[src/rtl/uart_rx_poller_pkg.sv]
`default_nettype none
// ============================================================================
// Package     : uart_poll_pkg
// Description : Shared types and constants for the UART receive poller.
//               Holds the poller state encoding, the UART register offsets,
//               the byte-lane enable used for byte reads and a helper that
//               forms a register address from the device base.
// Revision    : 1.0 - initial release
// ============================================================================
package uart_poll_pkg;

  // Poller sequencing states.
  typedef enum logic [2:0] {
    ST_IDLE      = 3'd0,
    ST_STAT_REQ  = 3'd1,
    ST_STAT_WAIT = 3'd2,
    ST_DATA_REQ  = 3'd3,
    ST_DATA_WAIT = 3'd4,
    ST_HOLD      = 3'd5,
    ST_GAP       = 3'd6
  } poll_state_t;

  // UART register map offsets from the device base.
  localparam logic [3:0] UART_DATA_OFS = 4'h0;
  localparam logic [3:0] UART_STAT_OFS = 4'h8;

  // Status bit that flags a received byte waiting in the data register.
  localparam int STAT_RXV_BIT = 0;

  // Only byte lane 0 is read; the UART registers carry 8 useful bits.
  localparam logic [3:0] BE_BYTE0 = 4'b0001;

  // Register address = device base plus register offset.
  function automatic logic [31:0] reg_addr(input logic [31:0] base,
                                           input logic [3:0]  ofs);
    return base + {28'h0, ofs};
  endfunction

endpackage
`default_nettype wire

[src/rtl/uart_rx_poller_if.sv]
`default_nettype none
// ============================================================================
// Interface   : uart_rx_poller_if
// Description : Core data-bus read/write channel between a bus initiator and
//               a register device.
//   addr   [31:0]  byte address of the access
//   req            request, held until gnt
//   we             write enable (reads only from the poller)
//   be     [3:0]   byte-lane enables
//   wdata  [31:0]  write data
//   gnt            request accepted this cycle
//   rvalid         read response valid
//   rdata  [31:0]  read data, valid with rvalid
//   err            bus error, valid with rvalid
// Revision    : 1.0 - initial release
// ============================================================================
interface uart_rx_poller_if;
  logic [31:0] addr;
  logic        req;
  logic        we;
  logic [3:0]  be;
  logic [31:0] wdata;
  logic        gnt;
  logic        rvalid;
  logic [31:0] rdata;
  logic        err;

  modport master (
    output addr, req, we, be, wdata,
    input  gnt, rvalid, rdata, err
  );

  modport slave (
    input  addr, req, we, be, wdata,
    output gnt, rvalid, rdata, err
  );
endinterface
`default_nettype wire

[src/rtl/uart_rx_poller_bus_rd_engine.sv]
`default_nettype none
// ============================================================================
// Module      : bus_rd_engine
// Description : Issues one bus read at a time. A start request while idle
//               raises req (with address and byte enables) on the next edge;
//               req is held until gnt. The response is then awaited with a
//               wait counter that aborts the read after TIMEOUT cycles.
// Ports       :
//   clk, resetn      clock, synchronous active-low reset
//   start            read wanted (accepted only while idle)
//   rd_addr [31:0]   address for the read being started
//   bus              bus master side
//   issued           request accepted by the bus this cycle
//   done             read finished this cycle (response or timeout)
//   rd_data [31:0]   read data, meaningful with done
//   rd_err           bus error or timeout, meaningful with done
// Revision    : 1.0 - initial release
// ============================================================================
module bus_rd_engine
  import uart_poll_pkg::*;
#(
  parameter int unsigned TIMEOUT = 255
) (
  input  logic                   clk,
  input  logic                   resetn,
  input  logic                   start,
  input  logic [31:0]            rd_addr,
  uart_rx_poller_if.master       bus,
  output logic                   issued,
  output logic                   done,
  output logic [31:0]            rd_data,
  output logic                   rd_err
);

  localparam logic [7:0] TO_LAST = 8'(TIMEOUT - 1);

  logic       waiting;
  logic [7:0] wait_cnt;
  logic       timeout;

  // A response landing on the last permitted wait cycle still counts.
  assign timeout = waiting & ~bus.rvalid & (wait_cnt == TO_LAST);
  assign issued  = bus.req & bus.gnt;
  assign done    = waiting & (bus.rvalid | timeout);
  assign rd_data = bus.rdata;
  assign rd_err  = ~bus.rvalid | bus.err;

  // Read-only initiator.
  assign bus.we    = 1'b0;
  assign bus.wdata = 32'h0;

  // rvalid is only looked at while waiting, so a response in the gnt cycle
  // or one arriving after a timeout abort is ignored.
  always_ff @(posedge clk) begin
    if (!resetn) begin
      bus.req  <= 1'b0;
      bus.be   <= 4'b0000;
      bus.addr <= 32'h0;
      waiting  <= 1'b0;
      wait_cnt <= 8'h00;
    end else if (bus.req) begin
      if (bus.gnt) begin
        bus.req  <= 1'b0;
        bus.be   <= 4'b0000;
        waiting  <= 1'b1;
        wait_cnt <= 8'h00;
      end
    end else if (waiting) begin
      if (done) begin
        waiting <= 1'b0;
      end else begin
        wait_cnt <= wait_cnt + 8'd1;
      end
    end else if (start) begin
      bus.req  <= 1'b1;
      bus.be   <= BE_BYTE0;
      bus.addr <= rd_addr;
    end
  end

endmodule
`default_nettype wire

[src/rtl/uart_rx_poller.sv]
`default_nettype none
// ============================================================================
// Module      : uart_rx_poller
// Description : Read-only bus initiator that polls a UART status register,
//               fetches the data register when a byte is present and hands
//               each byte to a consumer over a valid/ready stream.
// Ports       :
//   clk, resetn        clock, synchronous active-low reset
//   enable             polling enabled (acted on at IDLE/GAP/HOLD exits)
//   bus                core data bus, master side
//   byte_data [7:0]    received byte
//   byte_valid         byte_data valid
//   byte_ready         consumer accepts byte
//   busy               sequencer not idle
//   err_flag           sticky bus-error/timeout flag
//   clr_err            clears err_flag (a same-cycle error wins)
// Revision    : 1.0 - initial release
// ============================================================================
module uart_rx_poller
  import uart_poll_pkg::*;
#(
  parameter logic [31:0] BASE_ADDR = 32'h0000_0000,
  parameter int unsigned POLL_GAP  = 4,
  parameter int unsigned TIMEOUT   = 255
) (
  input  logic              clk,
  input  logic              resetn,
  input  logic              enable,
  uart_rx_poller_if.master  bus,
  output logic [7:0]        byte_data,
  output logic              byte_valid,
  input  logic              byte_ready,
  output logic              busy,
  output logic              err_flag,
  input  logic              clr_err
);

  localparam logic [31:0] STAT_ADDR = reg_addr(BASE_ADDR, UART_STAT_OFS);
  localparam logic [31:0] DATA_ADDR = reg_addr(BASE_ADDR, UART_DATA_OFS);
  localparam logic [7:0]  GAP_LAST  = 8'(POLL_GAP - 1);

  poll_state_t state;
  logic [7:0]  gap_cnt;

  logic        start;
  logic [31:0] rd_addr;
  logic        issued;
  logic        done;
  logic [31:0] rd_data;
  logic        rd_err;

  // The engine raises req on the edge after a *_REQ state is entered.
  assign start   = (state == ST_STAT_REQ) || (state == ST_DATA_REQ);
  assign rd_addr = (state == ST_DATA_REQ) ? DATA_ADDR : STAT_ADDR;

  // Only the low byte of data and the RX-valid status bit matter.
  logic unused_rd_data_hi;
  assign unused_rd_data_hi = ^rd_data[31:8];

  bus_rd_engine #(
    .TIMEOUT (TIMEOUT)
  ) u_rd_engine (
    .clk     (clk),
    .resetn  (resetn),
    .start   (start),
    .rd_addr (rd_addr),
    .bus     (bus),
    .issued  (issued),
    .done    (done),
    .rd_data (rd_data),
    .rd_err  (rd_err)
  );

  always_ff @(posedge clk) begin
    if (!resetn) begin
      state      <= ST_IDLE;
      gap_cnt    <= 8'h00;
      byte_data  <= 8'h00;
      byte_valid <= 1'b0;
      busy       <= 1'b0;
      err_flag   <= 1'b0;
    end else begin
      // done only occurs in the wait states; an error beats a clear.
      if (done && rd_err) begin
        err_flag <= 1'b1;
      end else if (clr_err) begin
        err_flag <= 1'b0;
      end

      case (state)
        ST_IDLE: begin
          if (enable) begin
            state <= ST_STAT_REQ;
            busy  <= 1'b1;
          end
        end

        ST_STAT_REQ: begin
          if (issued) state <= ST_STAT_WAIT;
        end

        ST_STAT_WAIT: begin
          if (done) begin
            if (rd_err || !rd_data[STAT_RXV_BIT]) begin
              state   <= ST_GAP;
              gap_cnt <= 8'h00;
            end else begin
              state <= ST_DATA_REQ;
            end
          end
        end

        ST_DATA_REQ: begin
          if (issued) state <= ST_DATA_WAIT;
        end

        ST_DATA_WAIT: begin
          if (done) begin
            if (rd_err) begin
              state   <= ST_GAP;
              gap_cnt <= 8'h00;
            end else begin
              byte_data  <= rd_data[7:0];
              byte_valid <= 1'b1;
              state      <= ST_HOLD;
            end
          end
        end

        // A delivered byte drains straight into the next status poll so a
        // burst in the UART FIFO is emptied without gap delays.
        ST_HOLD: begin
          if (byte_ready) begin
            byte_valid <= 1'b0;
            if (enable) begin
              state <= ST_STAT_REQ;
            end else begin
              state <= ST_IDLE;
              busy  <= 1'b0;
            end
          end
        end

        ST_GAP: begin
          if (gap_cnt == GAP_LAST) begin
            if (enable) begin
              state <= ST_STAT_REQ;
            end else begin
              state <= ST_IDLE;
              busy  <= 1'b0;
            end
          end else begin
            gap_cnt <= gap_cnt + 8'd1;
          end
        end

        default: begin
          state <= ST_IDLE;
          busy  <= 1'b0;
        end
      endcase
    end
  end

endmodule
`default_nettype wire

[src/flat_wrapper.sv]
// flat-port wrapper written by rule: the top's interface ports become plain ports
module uart_rx_poller_flat import uart_poll_pkg::*;
#(
  parameter logic [31:0] BASE_ADDR = 32'h0000_0000,
  parameter int unsigned POLL_GAP  = 4,
  parameter int unsigned TIMEOUT   = 255
)
  (clk, resetn, enable, byte_data, byte_valid, byte_ready, busy, err_flag, clr_err, bus_addr, bus_req, bus_we, bus_be, bus_wdata, bus_gnt, bus_rvalid, bus_rdata, bus_err);
  uart_rx_poller_if bus_i ();
  input  logic clk;
  input  logic resetn;
  input  logic enable;
  output logic [7:0] byte_data;
  output logic byte_valid;
  input  logic byte_ready;
  output logic busy;
  output logic err_flag;
  input  logic clr_err;
  output wire logic [$bits(bus_i.addr)-1:0] bus_addr;
  output wire logic [$bits(bus_i.req)-1:0] bus_req;
  output wire logic [$bits(bus_i.we)-1:0] bus_we;
  output wire logic [$bits(bus_i.be)-1:0] bus_be;
  output wire logic [$bits(bus_i.wdata)-1:0] bus_wdata;
  input wire logic [$bits(bus_i.gnt)-1:0] bus_gnt;
  input wire logic [$bits(bus_i.rvalid)-1:0] bus_rvalid;
  input wire logic [$bits(bus_i.rdata)-1:0] bus_rdata;
  input wire logic [$bits(bus_i.err)-1:0] bus_err;
  assign bus_addr = bus_i.addr;
  assign bus_req = bus_i.req;
  assign bus_we = bus_i.we;
  assign bus_be = bus_i.be;
  assign bus_wdata = bus_i.wdata;
  assign bus_i.gnt = bus_gnt;
  assign bus_i.rvalid = bus_rvalid;
  assign bus_i.rdata = bus_rdata;
  assign bus_i.err = bus_err;
  uart_rx_poller #(.BASE_ADDR(BASE_ADDR), .POLL_GAP(POLL_GAP), .TIMEOUT(TIMEOUT)) u_core (.clk(clk), .resetn(resetn), .enable(enable), .bus(bus_i), .byte_data(byte_data), .byte_valid(byte_valid), .byte_ready(byte_ready), .busy(busy), .err_flag(err_flag), .clr_err(clr_err));
endmodule
[config.mk]
export PLATFORM = sky130hd
export DESIGN_NAME = uart_rx_poller_flat
export DESIGN_NICKNAME = d
export VERILOG_FILES = /design/src/rtl/uart_rx_poller_pkg.sv /design/src/rtl/uart_rx_poller_if.sv /design/src/rtl/uart_rx_poller_bus_rd_engine.sv /design/src/rtl/uart_rx_poller.sv /design/src/flat_wrapper.sv
export SDC_FILE = /design/constraint.sdc
export NUM_CORES = 1
export LEC_CHECK = 0
export CORE_MARGIN = 4
export CORE_UTILIZATION = 39
export DETAILED_ROUTE_END_ITERATION = 6
export GPL_TIMING_DRIVEN = 0
export PLACE_DENSITY = 0.79
export SETUP_SLACK_MARGIN = 0.05
export SLEW_MARGIN = 15
export SYNTH_ARGS = -nofsm -noshare
export SYNTH_HDL_FRONTEND = slang
export SYNTH_SLANG_ARGS = --single-unit
[constraint.sdc]
create_clock -name clk -period 2.8 [get_ports clk]
set_clock_uncertainty 0.15 [all_clocks]
set_input_delay 0.28 -clock clk [delete_from_list [all_inputs] [get_ports clk]]
set_output_delay 0.28 -clock clk [all_outputs]
set_load 0.02 [all_outputs]
After elaboration in Yosys (flattened, before gate mapping)

Cells that the tools add are included.

Memories: 0
Bits in writable memories: 0
Bits in registers: 68
Latch bits: 0
Output and inout port bits: 81
Logic and storage cells: 110
ROM bits: 0

Bitwise gates (word level): 11
$mul: 0
Equal/unequal tests: 22
Reduce and logical (&&, ||, !) cells: 19
Muxes and demuxes: 45
Magnitude comparators: 0
Add/subtract/negate cells: 2
Shifts and indexed selects: 0
Divide/modulo/power cells: 0

Operators by type and width:

| operator              | number |
|---|---|
| $mux W8               | 9 |
| $mux W3               | 8 |
| $pmux W8 S3           | 1 |
| $pmux W3 S7           | 1 |
| $mux W4               | 5 |
| $mux W1               | 18 |
| $add A8 B1 Y8 const B | 2 |
| $ne A2 B1 Y1 const B  | 7 |
| $ne A2 B2 Y1 const B  | 7 |
| $reduce_and A3 Y1     | 4 |
| $eq A3 B3 Y1 const B  | 3 |
| $eq A8 B2 Y1 const B  | 1 |
| $eq A8 B8 Y1 const B  | 1 |
| $reduce_and A4 Y1     | 2 |
| $reduce_bool A2 Y1    | 4 |
| $reduce_and A7 Y1     | 1 |
| $eq A3 B2 Y1 const B  | 2 |
| $reduce_and A6 Y1     | 1 |
| $not A1 Y1            | 5 |
| $and A1 B1 Y1         | 4 |
| $pmux W1 S4           | 1 |
| $reduce_or A4 Y1      | 1 |
| $eq A3 B1 Y1 const B  | 1 |
| $logic_not A3 Y1      | 1 |
| other kinds (7)       | 9 |

Logic depth before layout (Yosys ltp)

Depth after elaboration: 8
Mapped depth: 8
Mapped depth without buffers: 7

Hierarchy

A second synthesis with hierarchy kept.

Cell total of the unflattened synthesis: 419
Area total of the unflattened synthesis: 3520.9 um^2

By module, submodules not included:

| module         | times used | area an instance (um^2) | cells an instance |
|---|---|---|---|
| bus_rd_engine  | 1          | 2329.7                  | 281 |
| uart_rx_poller | 1          | 1191.1                  | 138 |

Worst setup path after synthesis

No wires, ideal clock.

Path kind: reg2reg
Start: register u_core.gap_cnt[0]
End: register u_core.busy
Clock period less this slack: 2.199 ns
Data arrival time: 1.958 ns
Stages on the path, launching flop included: 7
Library setup time: 0.092 ns
Buffers on the path: 0
Path slack: 0.601 ns
Cell sequence: dfxtp_1 -> ha_1 -> or4b_4 -> o41a_4 -> a311oi_4 -> a21oi_1 -> a311oi_1

Word-level cells in the longest chain between the ends: 3

Ends and longest elaborated chain:

| what                               | RTL line              | RTL |
|---|---|---|
| start, declared                    | uart_rx_poller.sv:43  | `logic [7:0] gap_cnt;` |
| start signal, assigned             | uart_rx_poller.sv:153 | `gap_cnt <= gap_cnt + 8'd1;` |
| $eq A8 B2 Y1                       | uart_rx_poller.sv:145 | `if (gap_cnt == GAP_LAST) begin` |
| $ne A2 B1 Y1 (no source line)      | n/a                   |  |
| $reduce_and A4 Y1 (no source line) | n/a                   |  |
| end signal, assigned               | uart_rx_poller.sv:139 | `busy <= 1'b0;` |
| end signal, assigned               | uart_rx_poller.sv:150 | `busy <= 1'b0;` |
| end signal, assigned               | uart_rx_poller.sv:159 | `busy <= 1'b0;` |
| end, declared                      | uart_rx_poller.sv:33  | `output logic busy,` |

No other way between the ends.
A chain may end at the register's enable or synchronous reset.

Worst setup path after layout

Start: register u_core.u_rd_engine.wait_cnt[1]
End: register u_core.gap_cnt[7]

Word-level cells in the longest chain between the ends: 6

Ends and longest elaborated chain:

| what                                   | RTL line                           | RTL |
|---|---|---|
| start, declared                        | uart_rx_poller_bus_rd_engine.sv:38 | `logic [7:0] wait_cnt;` |
| start signal, assigned                 | uart_rx_poller_bus_rd_engine.sv:72 | `wait_cnt <= wait_cnt + 8'd1;` |
| $eq A8 B8 Y1 (*)                       | uart_rx_poller_bus_rd_engine.sv:42 | `assign timeout = waiting & ~bus.rvalid & (wait_cnt == TO_LAST);` |
| $and A1 B1 Y1 (*)                      | uart_rx_poller_bus_rd_engine.sv:42 |  |
| $or A1 B1 Y1 (*)                       | uart_rx_poller_bus_rd_engine.sv:44 | `assign done = waiting & (bus.rvalid \| timeout);` |
| $and A1 B1 Y1 (*)                      | uart_rx_poller_bus_rd_engine.sv:44 |  |
| $ne A2 B1 Y1 (no source line)          | n/a                                |  |
| $reduce_and A6 Y1 (no source line) (*) | n/a                                |  |

Mark *: on every way between the ends. The rest lies on a longest branch, timed or not.

==> results.yml <==
synth:
  netlist_area_mm2: 0.00223
  synth_top_cell_area_share_pct: 30.5
  synthSimpleGateAreaFrac_pct: 19.8
  syn_inst: 259
  yosys_warnings: 0
  synth-adder-area-share_pct: 1.68
  synth_top_area_cell: "dfxtp_1"
  synth_top_family_by_area: "buffers and inverters"
  synthArstFlopShare_pct: 0
  synth.avg_cell_area_um2: 8.63
  synth_flop_cell: "dfxtp_1"
  synth_cell_types: 50
  seq_area_frac_synth_pct: 30.5
  synth_compound_area_share_pct: 13.0
  yosys-top-cells-area: "dfxtp_1, buf_4, nor2_1, mux2i_1, xnor2_1"
  synthXorXnorAreaFrac_pct: 4.31
  synth-seq-cells: 34
  synth_edf_count: 0
  synth.mux.area_fraction_pct: 4.09
place:
  pre_cts_ws_ns: 0.432
  place.port_buffers: 29
  dp.cells: 426
  hpwl_mm: 3.44
  gp_congestion: 0.857
timing:
  finalSetupTns_ns: 0
  hold_ws_ns: 0.293
  fin_ws_ns: 0.412
  period_minus_slack_ns: 2.39
  slew_headroom_pct: 55.2
  rsz0062_at_grt: "no"
  setup_viol: 0
  hold_viol_final: 0
  fin_crit_sh_pct: 85.3
  drv_slew: 0
  worst_pin_slew_ns: 0.665
  max_freq_mhz: 419
clock_tree:
  numCtsBuffers: 5
  cts_tree: "done"
  cts_buffer_depth: 2
  cts_setup_buffers: 0
  path_clk_slew_ns: 0.07
  clock-root-buffer: "clkbuf_8"
  cts-hold-fix-buffers: 0
  cts.htree.levels: 2
  cts_resized: 0
  clock-sinks: 34
  insertion_delay_ns: 0.28
drt:
  firstDrtPassIters: 4
  via_count: 1837
  avgViaCountPerCell: 4.23
  drc_errors: 0
  ant_nets: 0
  wl_mm: 4.38
  routedWlPerCell_um: 10.1
  dr.first_iter.drc_count: 93
layout:
  areaGrowthSynthToFinish_pct: 32.2
  fin_cells: 434
  drive_above_1_share_pct: 24.3
  n_antenna_cell: 0
  num-nets-final: 404
floorplanning:
  fp-row-count: 27
  dieArea_mm2: 0.00700
  die_h_um: 83.7
  die_x_um: 83.7
  coreArea_mm2: 0.00554
  io_pins: 121
  start_util_pct: 40.3
setup_path:
  startpoint: "u_core.u_rd_engine.wait_cnt[1]"
  path_max_fanout: 8
  crit_arrival_ns: 2.41
  crit_path_end_kind: "flop"
  r2r-start: "u_core.u_rd_engine.wait_cnt[1]"
  ff2ff_setup_slack_ns: 0.41
  start_kind: "flop"
  rr_endpoint: "u_core.gap_cnt[7]"
  required_ns: 2.82
  critPathKind: "flop to flop"
  worst-r2r-cell-count: 6
global_route:
  grt_pass1_wl_mm: 7.45
  grt-ovfl-total: 0
  grt_pass1_vias: 1677
  grtUsageTotal_pct: 12.5
  antenna_found_initial: 0
  grt_max_degree: 11
worst_hold_path:
  hold_end: "u_core.byte_valid"
  holdPathStages: 2
  hold_path.class: "flop to flop"
  min_from: "u_core.byte_valid"
pwr:
  total_power_mw: 1.39
  p_per_area_mw_per_mm2: 471
  ir_worst_vdd_mv: 0.350
  p_leak_nw: 1.46
flow_run:
  maxCapViolations: 0
run_status:
  outcome: "complete, no violations"
[worst max-delay path, stage by stage (launching register included)]
cell       delay [ns]
dfxtp_1          0.40
ha_1             0.22
nand4_1          0.10
o21ai_0          0.55
o2111ai_1        0.28
nor4b_4          0.23
a221o_1          0.35
[sequential cells by signal, summed over array words and instances, names as in the netlist]
name	count
u_core.byte_data	8
u_core.gap_cnt	8
u_core.u_rd_engine.wait_cnt	8
u_core.state	3
u_core.busy	1
u_core.byte_valid	1
u_core.err_flag	1
u_core.u_rd_engine.bus.addr	1
u_core.u_rd_engine.bus.be	1
u_core.u_rd_engine.bus.req	1
u_core.u_rd_engine.waiting	1
[synth_stat cells (2+ instances only)]
cell / number
a22o_1: 2
nand4b_1: 2
ha_1: 3
and2_1: 2
nor3_1: 4
or2_2: 2
inv_1: 3
o21ai_0: 6
buf_4: 67
nand2b_1: 2
and3_1: 5
nor2_1: 30
buf_6: 2
a221o_1: 3
mux2i_1: 8
a211oi_1: 3
dfxtp_1: 34
nand4_1: 2
xor2_1: 4
nor3b_1: 3
clkbuf_8: 2
and4_1: 2
nand3_1: 9
a31oi_1: 2
a21oi_1: 9
xnor2_1: 7
nand2_1: 13
clkbuf_1: 6
[per-layer routing]
metal | track usage, % | routed length [um] | vias to the layer above
li1 | - | - | 962
met1 | 15.3 | 1870 | 809
met2 | 20.0 | 2100 | 61
met3 | 4.34 | 370 | 5
met4 | 4.97 | 44 | 0
met5 | 0 | 0 | -
[logic make-up (layout without fill, tap and decap cells)]
logic type | after synthesis | after routing
AOI/OAI and AO/OA | 37 | 37
xor gates and xnor gates | 11 | 11
adders and majority gates | 3 | 3
buffers and inverters | 81 | 118
DFF | 34 | 34
muxes | 9 | 9
other | 1 | 67
and+or+nand+nor | 83 | 83
[area by class of cell]
cell class | count | area, um2
well taps | 72 | 90.1
flip-flops and latches | 34 | 681
clock buffers | 7 | 86.3
fillers | 540 | 2590
plain buffers | 77 | 576
multi-input cells | 210 | 1210
clock inverters | 1 | 5.00
inverters | 4 | 15.0
repair buffers | 29 | 290
[stage by stage]
step / util, % / area [um2]
global placement: 51.7 / 2860
floorplan: - / 2480
global route: 53.3 / 2950
finish: 53.3 / 2950
CTS: 53.3 / 2950
detailed placement: 51.7 / 2860
[cell usage in the layout (no fill, tap or decap), types with 2 or more instances in the layout]
master and count:
inv_1 3, buf_4 67, nand3_1 9, nor3b_1 3, a211oi_1 3, o21ai_0 6, mux2i_1 8, xor2_1 4
clkbuf_1 7, nand2b_1 2, nand2_1 13, a21oi_1 9, nand4_1 2, clkdlybuf4s50_1 29, conb_1 67, ha_1 3
and4_1 2, dfxtp_1 34, or2_2 2, clkbuf_8 8, a221o_1 3, nand4b_1 2, and3_1 5, xnor2_1 7
a22o_1 2, and2_1 2, nor2_1 30, buf_6 2, nor3_1 4, a31oi_1 2
[worst max path at each step]
stage	cells past startpoint	endpoint	slack [ns]
finish	6	u_core.gap_cnt[7]	0.41
global route	6	u_core.gap_cnt[7]	0.23
CTS	5	u_core.gap_cnt[0]	0.42
detailed placement	5	u_core.gap_cnt[0]	0.43
global placement	6	u_core.gap_cnt[7]	0.49
floorplan	6	u_core.busy	0.60
[report_power, final]
group          total (mW)  switching (mW)  internal (mW)
logic               0.484           0.270          0.213
clock network       0.369           0.171          0.198
registers           0.540          0.0238          0.516
Note: power is estimated with default switching activity, not from simulation.
==> edit, RTL diff (same flow settings) <==
Compare `wait_cnt` against `TO_LAST` with >= in place of ==.
--- a/src/rtl/uart_rx_poller_bus_rd_engine.sv
+++ b/src/rtl/uart_rx_poller_bus_rd_engine.sv
@@ -39,7 +39,7 @@
   logic       timeout;
 
   // A response landing on the last permitted wait cycle still counts.
-  assign timeout = waiting & ~bus.rvalid & (wait_cnt == TO_LAST);
+  assign timeout = waiting & ~bus.rvalid & (wait_cnt >= TO_LAST);
   assign issued  = bus.req & bus.gnt;
   assign done    = waiting & (bus.rvalid | timeout);
   assign rd_data = bus.rdata;
Behaviour: same outputs for any inputs over 10 cycles, from zero or initial values and one cycle with resetn low; that may be too few to reach the edited logic, so the function may still have changed.
==> edit against the original RTL <==
- cell count is 2.1% higher
- wire length is 7.4% higher
- die area up 0.61%
- design area grew 1.0%
- critical endpoint is now u_core.state[1]
- sequential share of layout area is 0.23 points lower
- area after synthesis is 0.67% higher
- worst setup slack got worse by 0.12 ns
- global-route usage up 0.62 points
- synthesized cell count is 3.5% higher
- total power increased by 17%
- clock power grew 2%
- sequential cell count unchanged
==> edit: results <==
set metrics [dict create \
    outcome "completed" \
    timing.rr.end "u_core.state[1]" \
    p_comb_share_pct 42.1 \
    seq_area_frac_synth_pct 30.26 \
    ys_top_cells_by_count "buf_4, dfxtp_1, nand2_1" \
    min_from "u_core.gap_cnt[1]" \
    place_area_um2 2878 \
    nNetsFinal 413 \
    cp.arrival_ns 2.53 \
    grtUsageMet1_pct 14.87 \
    reg2reg_depth 6 \
    p_leak_nw 1.369 \
    crit_start "u_core.gap_cnt[0]" \
    dpl_worst_slack_ns 0.2407 \
    grt_usage_pct 13.14 \
    clkCellAreaFrac_pct 3.187 \
    switching_share_pct 36.84 \
    final_cells 443 \
    synth_area_leaders "dfxtp_1, buf_4, mux2i_1" \
    final-nonclk-buf-share_pct 28.34 \
    via_per_inst 4.384 \
    dr_wl_met2_mm 2.301 \
    min_to "u_core.gap_cnt[1]" \
    multi_input_area_um2 1257 \
    cp_max_fo 6 \
    power_mw 1.628 \
    syn_area_per_cell_um2 8.394 \
    worst_hold_slack_ns 0.3194 \
    dpl.hpwl_mm 3.685 \
    crit_slowest_cell "or4b_4" \
    pwr-share-seq_pct 34.8 \
    wl_met1_mm 1.927 \
    clockBufferCount 6 \
    power_density_nw_per_um2 545.4 \
    drt_iter0_drc 89 \
    seq_share_pct 22.81 \
]
## edit: cell count changes in the layout (fill, tap and decap cells not counted), moves of 3 or more
cell      delta
clkbuf_1     +3
o211ai_1     +3
mux2i_1      +3
nor2b_1     +14
o21ai_0      +5
nand2_1      +6
and3_1       -3
nor2_1      -16
xnor2_1      -4
## edit: how the worst max path moves through the flow
stage / slack [ns] / depth (start not counted) / endpoint
floorplan: 0.44 / 7 / u_core.gap_cnt[5]
global placement: 0.26 / 6 / u_core.state[0]
detailed placement: 0.24 / 6 / u_core.state[1]
CTS: 0.22 / 6 / u_core.state[1]
global route: 0.16 / 6 / u_core.state[0]
finish: 0.30 / 6 / u_core.state[1]
## edit: kinds of logic after synthesis
kind of cell               synth area share, %
and+or+nand+nor                          18.13
xor gates and xnor gates                 1.947
AOI/OAI and AO/OA                        17.13
DFF                                      30.26
adders and majority gates                2.114
muxes                                    4.895
other                                   0.1667
buffers and inverters                    25.36
